==> src/rtl/uart_pkg.sv <==
// rtl/uart_pkg.sv - shared UART transmitter state encoding and line defaults
package uart_pkg;

  localparam int   CLKS_PER_BIT_115200 = 1085;
  localparam logic UART_IDLE_LEVEL     = 1'b1;

  typedef enum logic [2:0] {
    ST_IDLE   = 3'd0,
    ST_START  = 3'd1,
    ST_DATA   = 3'd2,
    ST_PARITY = 3'd3,
    ST_STOP   = 3'd4
  } tx_state_e;

endpackage

==> src/rtl/uart_tx_fifo.sv <==
// rtl/uart_tx_fifo.sv - power-of-two transmit FIFO with occupancy count
module uart_tx_fifo
  import uart_pkg::*;
#(
  parameter int DEPTH = 16,
  parameter int WIDTH = 8
) (
  input  logic                     clk,
  input  logic                     rst_n,
  input  logic                     push,
  input  logic [WIDTH-1:0]         push_data,
  input  logic                     pop,
  output logic [WIDTH-1:0]         pop_data,
  output logic                     full,
  output logic                     empty,
  output logic [$clog2(DEPTH):0]   level
);

  localparam int AW = $clog2(DEPTH);
  localparam int LW = AW + 1;

  logic [WIDTH-1:0] r_mem [DEPTH];
  logic [AW-1:0]    r_wr_ptr;
  logic [AW-1:0]    r_rd_ptr;
  logic [LW-1:0]    r_count;
  logic             w_push_ok;
  logic             w_pop_ok;

  // A write while full is dropped even if a pop frees a slot in the same cycle.
  assign full      = (r_count == LW'(DEPTH));
  assign empty     = (r_count == '0);
  assign w_push_ok = push && !full;
  assign w_pop_ok  = pop && !empty;
  assign pop_data  = r_mem[r_rd_ptr];
  assign level     = r_count;

  always_ff @(posedge clk) begin
    if (w_push_ok) begin
      r_mem[r_wr_ptr] <= push_data;
    end
  end

  // Pointers are exactly AW bits wide, so increment wraps modulo DEPTH.
  always_ff @(posedge clk or negedge rst_n) begin
    if (!rst_n) begin
      r_wr_ptr <= '0;
      r_rd_ptr <= '0;
      r_count  <= '0;
    end else begin
      if (w_push_ok) begin
        r_wr_ptr <= r_wr_ptr + 1'b1;
      end
      if (w_pop_ok) begin
        r_rd_ptr <= r_rd_ptr + 1'b1;
      end
      case ({w_push_ok, w_pop_ok})
        2'b10:   r_count <= r_count + 1'b1;
        2'b01:   r_count <= r_count - 1'b1;
        default: r_count <= r_count;
      endcase
    end
  end

endmodule

==> src/rtl/fifo_uart_tx.sv <==
// rtl/fifo_uart_tx.sv - buffered UART transmitter; define UART_TX_PARITY_EN for an even parity bit
module fifo_uart_tx
  import uart_pkg::*;
#(
  parameter int CLKS_PER_BIT = CLKS_PER_BIT_115200,
  parameter int DATA_BITS    = 8,
  parameter int FIFO_DEPTH   = 16,
  parameter int STOP_BITS    = 1
) (
  input  logic                          clk,
  input  logic                          rst_n,
  input  logic [DATA_BITS-1:0]          din,
  input  logic                          wen,
  output logic                          full,
  output logic                          empty,
  output logic [$clog2(FIFO_DEPTH):0]   level,
  output logic                          overflow,
  output logic                          busy,
  output logic                          tx_out
);

  localparam logic [2:0] S_IDLE   = ST_IDLE;
  localparam logic [2:0] S_START  = ST_START;
  localparam logic [2:0] S_DATA   = ST_DATA;
`ifdef UART_TX_PARITY_EN
  localparam logic [2:0] S_PARITY = ST_PARITY;
`endif
  localparam logic [2:0] S_STOP   = ST_STOP;

  localparam int CNT_W = $clog2(STOP_BITS * CLKS_PER_BIT);
  localparam int IDX_W = $clog2(DATA_BITS);
  localparam logic [CNT_W-1:0] BIT_RELOAD  = CNT_W'(CLKS_PER_BIT - 1);
  localparam logic [CNT_W-1:0] STOP_RELOAD = CNT_W'(STOP_BITS * CLKS_PER_BIT - 1);
  localparam logic [IDX_W-1:0] LAST_IDX    = IDX_W'(DATA_BITS - 1);

  logic [2:0]           r_state;
  logic [CNT_W-1:0]     r_cnt;
  logic [IDX_W-1:0]     r_idx;
  logic [DATA_BITS-1:0] r_shift;
  logic                 r_tx;
  logic                 r_overflow;
`ifdef UART_TX_PARITY_EN
  logic                 r_parity;
`endif

  logic                 w_full;
  logic                 w_empty;
  logic                 w_pop;
  logic [DATA_BITS-1:0] w_pop_data;

  uart_tx_fifo #(
    .DEPTH (FIFO_DEPTH),
    .WIDTH (DATA_BITS)
  ) u_fifo (
    .clk       (clk),
    .rst_n     (rst_n),
    .push      (wen),
    .push_data (din),
    .pop       (w_pop),
    .pop_data  (w_pop_data),
    .full      (w_full),
    .empty     (w_empty),
    .level     (level)
  );

  // Popping at the last STOP cycle chains the next start bit with no idle gap.
  assign w_pop = !w_empty && ((r_state == S_IDLE) ||
                              ((r_state == S_STOP) && (r_cnt == '0)));

  assign full     = w_full;
  assign empty    = w_empty;
  assign overflow = r_overflow;
  assign busy     = (r_state != S_IDLE);
  assign tx_out   = r_tx;

  always_ff @(posedge clk or negedge rst_n) begin
    if (!rst_n) begin
      r_overflow <= 1'b0;
    end else begin
      r_overflow <= wen && w_full;
    end
  end

  always_ff @(posedge clk or negedge rst_n) begin
    if (!rst_n) begin
      r_state  <= S_IDLE;
      r_cnt    <= '0;
      r_idx    <= '0;
      r_shift  <= '0;
      r_tx     <= UART_IDLE_LEVEL;
`ifdef UART_TX_PARITY_EN
      r_parity <= 1'b0;
`endif
    end else if (w_pop) begin
      r_state  <= S_START;
      r_cnt    <= BIT_RELOAD;
      r_shift  <= w_pop_data;
      r_tx     <= ~UART_IDLE_LEVEL;
`ifdef UART_TX_PARITY_EN
      r_parity <= ^w_pop_data;
`endif
    end else if (r_state != S_IDLE) begin
      if (r_cnt != '0) begin
        r_cnt <= r_cnt - 1'b1;
      end else begin
        case (r_state)
          S_START: begin
            r_state <= S_DATA;
            r_cnt   <= BIT_RELOAD;
            r_idx   <= '0;
            r_tx    <= r_shift[0];
            r_shift <= r_shift >> 1;
          end
          S_DATA: begin
            if (r_idx != LAST_IDX) begin
              r_idx   <= r_idx + 1'b1;
              r_cnt   <= BIT_RELOAD;
              r_tx    <= r_shift[0];
              r_shift <= r_shift >> 1;
            end else begin
`ifdef UART_TX_PARITY_EN
              r_state <= S_PARITY;
              r_cnt   <= BIT_RELOAD;
              r_tx    <= r_parity;
`else
              r_state <= S_STOP;
              r_cnt   <= STOP_RELOAD;
              r_tx    <= UART_IDLE_LEVEL;
`endif
            end
          end
`ifdef UART_TX_PARITY_EN
          S_PARITY: begin
            r_state <= S_STOP;
            r_cnt   <= STOP_RELOAD;
            r_tx    <= UART_IDLE_LEVEL;
          end
`endif
          S_STOP: begin
            r_state <= S_IDLE;
            r_tx    <= UART_IDLE_LEVEL;
          end
          default: begin
            r_state <= S_IDLE;
            r_tx    <= UART_IDLE_LEVEL;
          end
        endcase
      end
    end
  end

endmodule

==> config.mk <==
export PLATFORM = sky130hd
export DESIGN_NAME = fifo_uart_tx
export DESIGN_NICKNAME = d
export VERILOG_FILES = /design/src/rtl/uart_pkg.sv /design/src/rtl/uart_tx_fifo.sv /design/src/rtl/fifo_uart_tx.sv
export SDC_FILE = /design/constraint.sdc
export NUM_CORES = 1
export LEC_CHECK = 0
export ABC_AREA = 1
export CORE_MARGIN = 2
export CORE_UTILIZATION = 55
export CTS_CLUSTER_SIZE = 40
export DETAILED_ROUTE_END_ITERATION = 6
export GPL_TIMING_DRIVEN = 0
export PLACE_DENSITY = 0.85
export RECOVER_POWER = 100
export SYNTH_ARGS = -nofsm -noshare
export SYNTH_HDL_FRONTEND = slang
export SYNTH_SLANG_ARGS = --single-unit
==> constraint.sdc <==
create_clock -name clk -period 2.7 [get_ports clk]
set_clock_uncertainty 0.15 [all_clocks]
set_input_delay 0.54 -clock clk [delete_from_list [all_inputs] [get_ports clk]]
set_output_delay 0.54 -clock clk [all_outputs]
set_load 0.01 [all_outputs]
==> summary.md, run 1 <==
| Metric | Value |
|---|---|
| Max Slew Vio Count | `0` |
| Floorplan Core Area | `0.0127 mm2` |
| Max clock buf depth | `2` |
| CP Max Fanout | `5` |
| Layout net count | `698` |
| DP Wirelength | `10,900 um` |
| Netlist cell types | `40` |
| Setup total negative slack | `0 ns` |
| Yosys warns | `0` |
| Max Clock Freq | `0.396 GHz` |
| R2R setup slack | `0.17 ns` |
| CP Launch Point | `r_cnt[0]` |
| Post-Synthesis Cells | `632` |
| CP arrival | `2.71 ns` |
| Area Overhead vs Synth | `16.0%` |
| Number of global-route vias before repair | `5,067` |
| Antenna violations before repair | `0` |
| Seq/Total Area, Yosys | `66.9%` |
| Count of flip-flops with a built-in enable after synthesis | `128` |
| First-pass GRT wire length | `26,500 um` |
| Clock Latency Late Sink | `0.44 ns` |
| Max_cap viols | `0` |
| IO Pins | `21` |
| Syn_nets | `654` |
| Design area | `0.00840 mm2` |
| Async S/R FF share, synth | `23.8%` |
| Power Density | `790 mW/mm2` |
| Root buf cell | `clkbuf_16` |
| Row count | `41` |
| Tcrit/Tclk final | `93.6%` |
| Initial DRC Count | `761` |
| WL/cell | `19.7 um` |
| Layout cell share with drive strength beyond 1 | `12.5%` |
| Die footprint | `0.0141 mm2` |
| Die W | `119 um` |
| Final non-filler cell total | `861` |
| Setup WS pre-CTS | `-0.279 ns` |
| Core Util, Final | `66.0%` |
| Most frequent cells in the layout | `edfxtp_1, nor2_1, nand2_1` |
| Syn_area_per_cell | `11.5 um2` |
| Placed Cells incl. Taps | `824` |
| Worst vdd ir | `601 uV` |
| Clk sinks | `168` |
| Min cycle time layout | `2.53 ns` |
| Antenna-violating nets left | `0` |
| CTS tree | `done` |
| Largest net degree at the start of global routing | `41` |
| Vias | `5,173` |
| H-Tree Depth | `4` |
| R2R depth | `18` |
| Worst setup EP type | `register` |
| Post-route DRC | `0` |
| Placed Area | `0.00765 mm2` |
| Die Height | `119 um` |
| Initial Utilization | `56.9%` |
| Status | `finished, final reports clean` |
| Final hold vios | `0` |
| Commonest non-fill, non-tap cell in the layout | `edfxtp_1` |
| Initial DRT Pass Iterations | `6` |
| Setup crit start kind | `register` |
| CP required | `2.88 ns` |
| Relative slew slack | `36.5%` |
| FF-to-FF Start | `r_cnt[0]` |
| Primary FF master, synth | `edfxtp_1` |
| Worst Tran Pin Value | `0.948 ns` |
| Routed WL | `17,000 um` |
| Remaining Overflow, GRT | `0` |
| Static Leak | `0.00310 uW` |
| Crit path kind | `register to register` |
| # setup viols final | `0` |
| Synth Cell Area | `0.00724 mm2` |
| Fin worst setup slack | `0.173 ns` |
| Path category of the worst min-delay check | `input port to asynchronous set/reset pin` |
| Inserted Clock Buffers | `17` |
| Routability congestion estimate | `0.899` |
| Worst Setup EP | `u_fifo.level[4]` |
| Filler Cells Inserted | `927` |
| Worst R2R End | `u_fifo.level[4]` |
| FF+latch count, synth | `168` |
| Hold_buf cts | `0` |
| All-Layer GR Usage | `25.0%` |
| Clock transition at path regs | `0.07 ns` |
| DR vias/cell | `6.01` |
| Antenna diodes | `0` |
| IO Port Bufs | `20` |
-- layout make-up --
class	instances	area, um2	area share, %
plain buffers	27	123	1.46
flip-flops and latches	168	4850	57.7
multi-input cells	394	2140	25.5
inverters	42	173	2.06
clock inverters	14	233	2.77
repair buffers	26	240	2.86
clock buffers	18	429	5.11
well taps	172	215	2.56
-- Yosys cell counts, types with 11 or more instances --
master | instances | area share (%)
nand3_1 | 23 | 1.6
o211ai_1 | 11 | 1.1
nand2_1 | 93 | 4.8
o221ai_1 | 19 | 2.3
o21ai_0 | 73 | 5.0
ha_1 | 11 | 1.9
inv_1 | 31 | 1.6
clkbuf_1 | 17 | 0.88
nor2_1 | 94 | 4.9
a21oi_1 | 11 | 0.76
dfrtp_1 | 39 | 13
edfxtp_1 | 128 | 53
-- timing repair --
item,CTS,global route
setup buffers,0,6
pin swaps,0,4
gates resized for setup,4,8
endpoints found under the setup margin,3,18
-- cell families (layout without fill, tap and decap cells) --
group | after synthesis | in the layout | synth area share, %
simple gates | 241 | 241 | 14.8
flops | 168 | 168 | 66.9
compound gates | 131 | 131 | 11.0
buf+inv | 70 | 127 | 3.97
fa+ha+maj | 11 | 11 | 1.90
xor+xnor | 11 | 11 | 1.33
-- how the worst min path moves through the flow --
| stage | start | to | depth (start not counted) |
|---|---|---|---|
| final | rst_n | r_cnt[6] | 1 |
| after global routing | rst_n | r_cnt[6] | 1 |
| after CTS | rst_n | u_fifo.level[4] | 1 |
| after detailed placement | r_shift[4] | r_shift[4] | 2 |
| after global placement | r_shift[0] | r_shift[0] | 2 |
| after floorplan | rst_n | overflow | 0 |
-- where the power goes --
group          internal (uW)  switching, uW
logic                    258            468
registers               3050            133
clock network           1670           1050
-- worst max-delay path, stage by stage, from the launching register on --
cell and delay (ns):
dfrtp_1 0.39, inv_1 0.08, ha_2 0.19, nand2_2 0.08, nor2_4 0.17, nand3_4 0.10, nand2_4 0.10, nand3_1 0.08
nand2_1 0.09, and2_1 0.13, ha_1 0.16, a21oi_2 0.04, or2_4 0.26, nand2_1 0.06, nand2_1 0.08, nand3_1 0.09
nand2_1 0.06, nand2_1 0.05, nand2_1 0.05
-- stage by stage --
stage,hold WS [ns],power (uW)
final,0.0676,6630
after CTS,0.103,6600
after global placement,0.313,3870
after floorplan,0.0944,3610
after detailed placement,0.325,3920
after global routing,0.159,6830
-- layer usage --
metal  up-vias  global-route usage, %  wire (um)
met2       327                   41.8       8380
met5         -                      0          0
met1      2447                   29.5       6060
met3        75                   7.67       1870
met4         0                   12.1        685
li1       2324                      -          -
-- registers in the layout, summed over array words and instances (netlist names) --
signal / flops
r_idx: 3
r_shift: 8
u_fifo.level: 5
r_cnt: 11
r_state: 3
u_fifo.r_wr_ptr: 4
u_fifo.r_mem: 128
tx_out: 1
overflow: 1
u_fifo.r_rd_ptr: 4
Note: power is estimated with default switching activity, not from simulation.
==> inputs of run 2 (changes only) <==
clock period = 2.2 ns   (was 2.7 ns; I/O delays follow)
==> run 2 against run 1 <==
Effect of this change: the run now ends with setup timing left; critical endpoint is now r_shift[0]; largest cell class unchanged; die area is the same; highest routed layer unchanged; first-iteration DRC count increased by 48%; clock power increased by 14%; register-to-register slack got worse by 0.35 ns; non-clock buffer count increased by 22; worst hold slack improved by 0.15 ns; combinational power up 82%; power increased by 26%; routed wire length up 18%.
==> summary.md, run 2 (same netlist as run 1, synthesis figures left out) <==
| Metric | Value |
|---|---|
| Status | `complete, but fails checks` |
| Violated checks | `setup timing` |
| Design area | `0.00876 mm2 (+4.3%)` |
| Routed WL | `20,000 um (+18%)` |
| Layout cell share with drive strength beyond 1 | `20.4% (+7.9 points)` |
| Max Clock Freq | `0.421 GHz (+6.4%)` |
| Inserted Clock Buffers | `17 (unchanged)` |
| CP required | `2.43 ns (-0.45 ns)` |
| Core Util, Final | `68.8% (+2.8 points)` |
| Initial DRT Pass Iterations | `6 (unchanged)` |
| R2R depth | `8 (-10)` |
| Root buf cell | `clkbuf_16` |
| Clk sinks | `168 (unchanged)` |
| Row count | `41 (unchanged)` |
| Die Height | `119 um (unchanged)` |
| WL/cell | `22.7 um (+15%)` |
| Relative slew slack | `29.2% (-7.3 points)` |
| Commonest non-fill, non-tap cell in the layout | `edfxtp_1` |
| Setup WS pre-CTS | `-0.707 ns (-0.428 ns)` |
| Largest net degree at the start of global routing | `39 (-4.9%)` |
| Routability congestion estimate | `0.876 (-2.6%)` |
| Setup crit start kind | `register` |
| Power Density | `952 mW/mm2 (+21%)` |
| First-pass GRT wire length | `30,400 um (+15%)` |
| IO Port Bufs | `20 (unchanged)` |
| CP arrival | `2.60 ns (-0.11 ns)` |
| Worst path slowest cell | `clkbuf_1` |
| Post-route DRC | `0 (unchanged)` |
| Largest Register | `u_fifo.r_mem` |
| Clock transition at path regs | `0.06 ns (about the same)` |
| Max clock buf depth | `2 (unchanged)` |
| Worst path depth | `8 (-10)` |
| Tcrit/Tclk final | `108% (+14 points)` |
| Worst vdd ir | `965 uV (+60%)` |
| Placed Cells incl. Taps | `825 (+0.12%)` |
| DP Wirelength | `11,000 um (+0.82%)` |
| Initial Utilization | `56.9% (unchanged)` |
| Antenna diodes | `0 (unchanged)` |
| Crit path kind | `register to register` |
| Worst setup EP type | `register` |
| Comb pwr share | `15.8% (+4.9 points)` |
| Final hold vios | `0 (unchanged)` |
| DR vias/cell | `6.47 (+7.6%)` |
| Worst path top cell family by delay | `compound AO/OA/AOI/OAI gates` |
| Antenna-violating nets left | `0 (unchanged)` |
| Worst path cell trace | `buf_4 -> clkbuf_1 -> o21ai_0 -> o221ai_1 -> o211ai_1 -> nand3_1 -> nand2_1 -> nand2_1` |
| Largest regs | `u_fifo.r_mem x128, r_cnt x11, r_shift x8` |
| Layout net count | `720 (+3.2%)` |
| Worst Tran Pin Value | `1.06 ns (+0.114 ns)` |
| Die W | `119 um (unchanged)` |
| Number of global-route vias before repair | `5,636 (+11%)` |
| Clock Latency Late Sink | `0.44 ns (about the same)` |
| Area Overhead vs Synth | `20.9%` |
| Fin worst setup slack | `-0.176 ns (-0.349 ns)` |
| Antenna violations before repair | `0 (unchanged)` |
| Placed Area | `0.00771 mm2 (+0.70%)` |
| All-Layer GR Usage | `28.7% (+3.6 points)` |
| Most frequent cells in the layout | `edfxtp_1, nand2_1, nor2_1` |
| Vias | `5,711 (+10%)` |
| P_sw | `2200 uW (+33%)` |
| Max Slew Vio Count | `0 (unchanged)` |
| H-Tree Depth | `4 (unchanged)` |
| Most used cell, CP | `nand2_1` |
| Max stage delay on crit path | `0.44 ns (+0.05 ns)` |
| Final non-filler cell total | `883 (+2.6%)` |
| CTS tree | `done` |
| Static Leak | `0.00322 uW (+3.7%)` |
| IO Pins | `21 (unchanged)` |
| # setup viols final | `8 (+8)` |
| Worst hold slack | `0.219 ns (+0.151 ns)` |
| Floorplan Core Area | `0.0127 mm2 (unchanged)` |
| Power share of the sequential group | `46.8% (-1.2 points)` |
| Switching share of power | `26.4% (+1.4 points)` |
| Remaining Overflow, GRT | `0 (unchanged)` |
| Max_cap viols | `0 (unchanged)` |
| Initial DRC Count | `1,123 (+48%)` |
| Unrepaired setup endpoints after global routing | `true` |
| Buf/Inv on CP | `2 (+1)` |
| P_int | `6140 uW (+23%)` |
| Path category of the worst min-delay check | `input port to asynchronous set/reset pin` |
| CP Max Fanout | `10 (+5)` |
| Die footprint | `0.0141 mm2 (unchanged)` |
| Min cycle time layout | `2.38 ns (-0.151 ns)` |
| Max FFs per register | `128 (unchanged)` |
| Clk network pwr share | `37.3% (-3.7 points)` |
run 2: layer usage:
layer  vias up  routed length (um)  track usage (%)
met2       545                9700             47.3
li1       2363                   -                -
met3       115                2580             6.56
met1      2688                6710             34.4
met4         0                1030             16.7
met5         -                   0                0
run 2: power groups by stage:
stage	Clock (uW)	Combinational, uW	Sequential [uW]
after floorplan	0	503	3940
after global placement	0	813	3940
after detailed placement	0	863	3960
after CTS	3090	1140	3890
after global routing	3200	1400	3930
final	3110	1320	3910
run 2: final cells by class:
class / instances / area [um2]
Buffer: 27 / 143
Clock buffer: 23 / 458
Clock inverter: 9 / 150
Fill cell: 787 / 3970
Inverter: 42 / 168
Multi-Input combinational cell: 394 / 2370
Sequential cell: 168 / 4850
Tap cell: 172 / 215
Timing Repair Buffer: 48 / 400
run 2: path summary, 6_finish.rpt:
check / from / to / slack (ns)
max: u_fifo.r_rd_ptr[0] / r_shift[0] / -0.18
min: rst_n / u_fifo.r_rd_ptr[3] / 0.22
max reg2reg: u_fifo.r_rd_ptr[0] / r_shift[0] / -0.18
min reg2reg: r_shift[5] / r_shift[5] / 0.34
max in group asynchronous: rst_n / u_fifo.level[3] / 0.34
min in group clk: r_shift[5] / r_shift[5] / 0.34
run 2: worst register-to-register path, cell delays in order (launching register included):
cell	delay, ns
dfrtp_1	0.41
buf_4	0.14
clkbuf_1	0.44
o21ai_0	0.30
o221ai_1	0.38
o211ai_1	0.20
nand3_1	0.17
nand2_1	0.07
nand2_1	0.05
run 2: timing repair:
| action | 4_1_cts | 5_1_grt |
|---|---|---|
| hold buffers | 1 | 0 |
| cloned | 0 | 0 |
| buffers inserted | 19 | 7 |
| setup endpoints to repair | 141 | 101 |
| resized for setup | 52 | 36 |
| pin swaps | 16 | 18 |
| endpoints found under the hold margin | 39 | 0 |
run 2: metrics by stage:
stage / TNS (ns) / power [uW]
floorplan: -0.241 / 4450
global placement: -92.85 / 4760
detailed placement: -78.46 / 4830
CTS: -0.180 / 8120
global route: -1.76 / 8530
finish: -0.849 / 8340
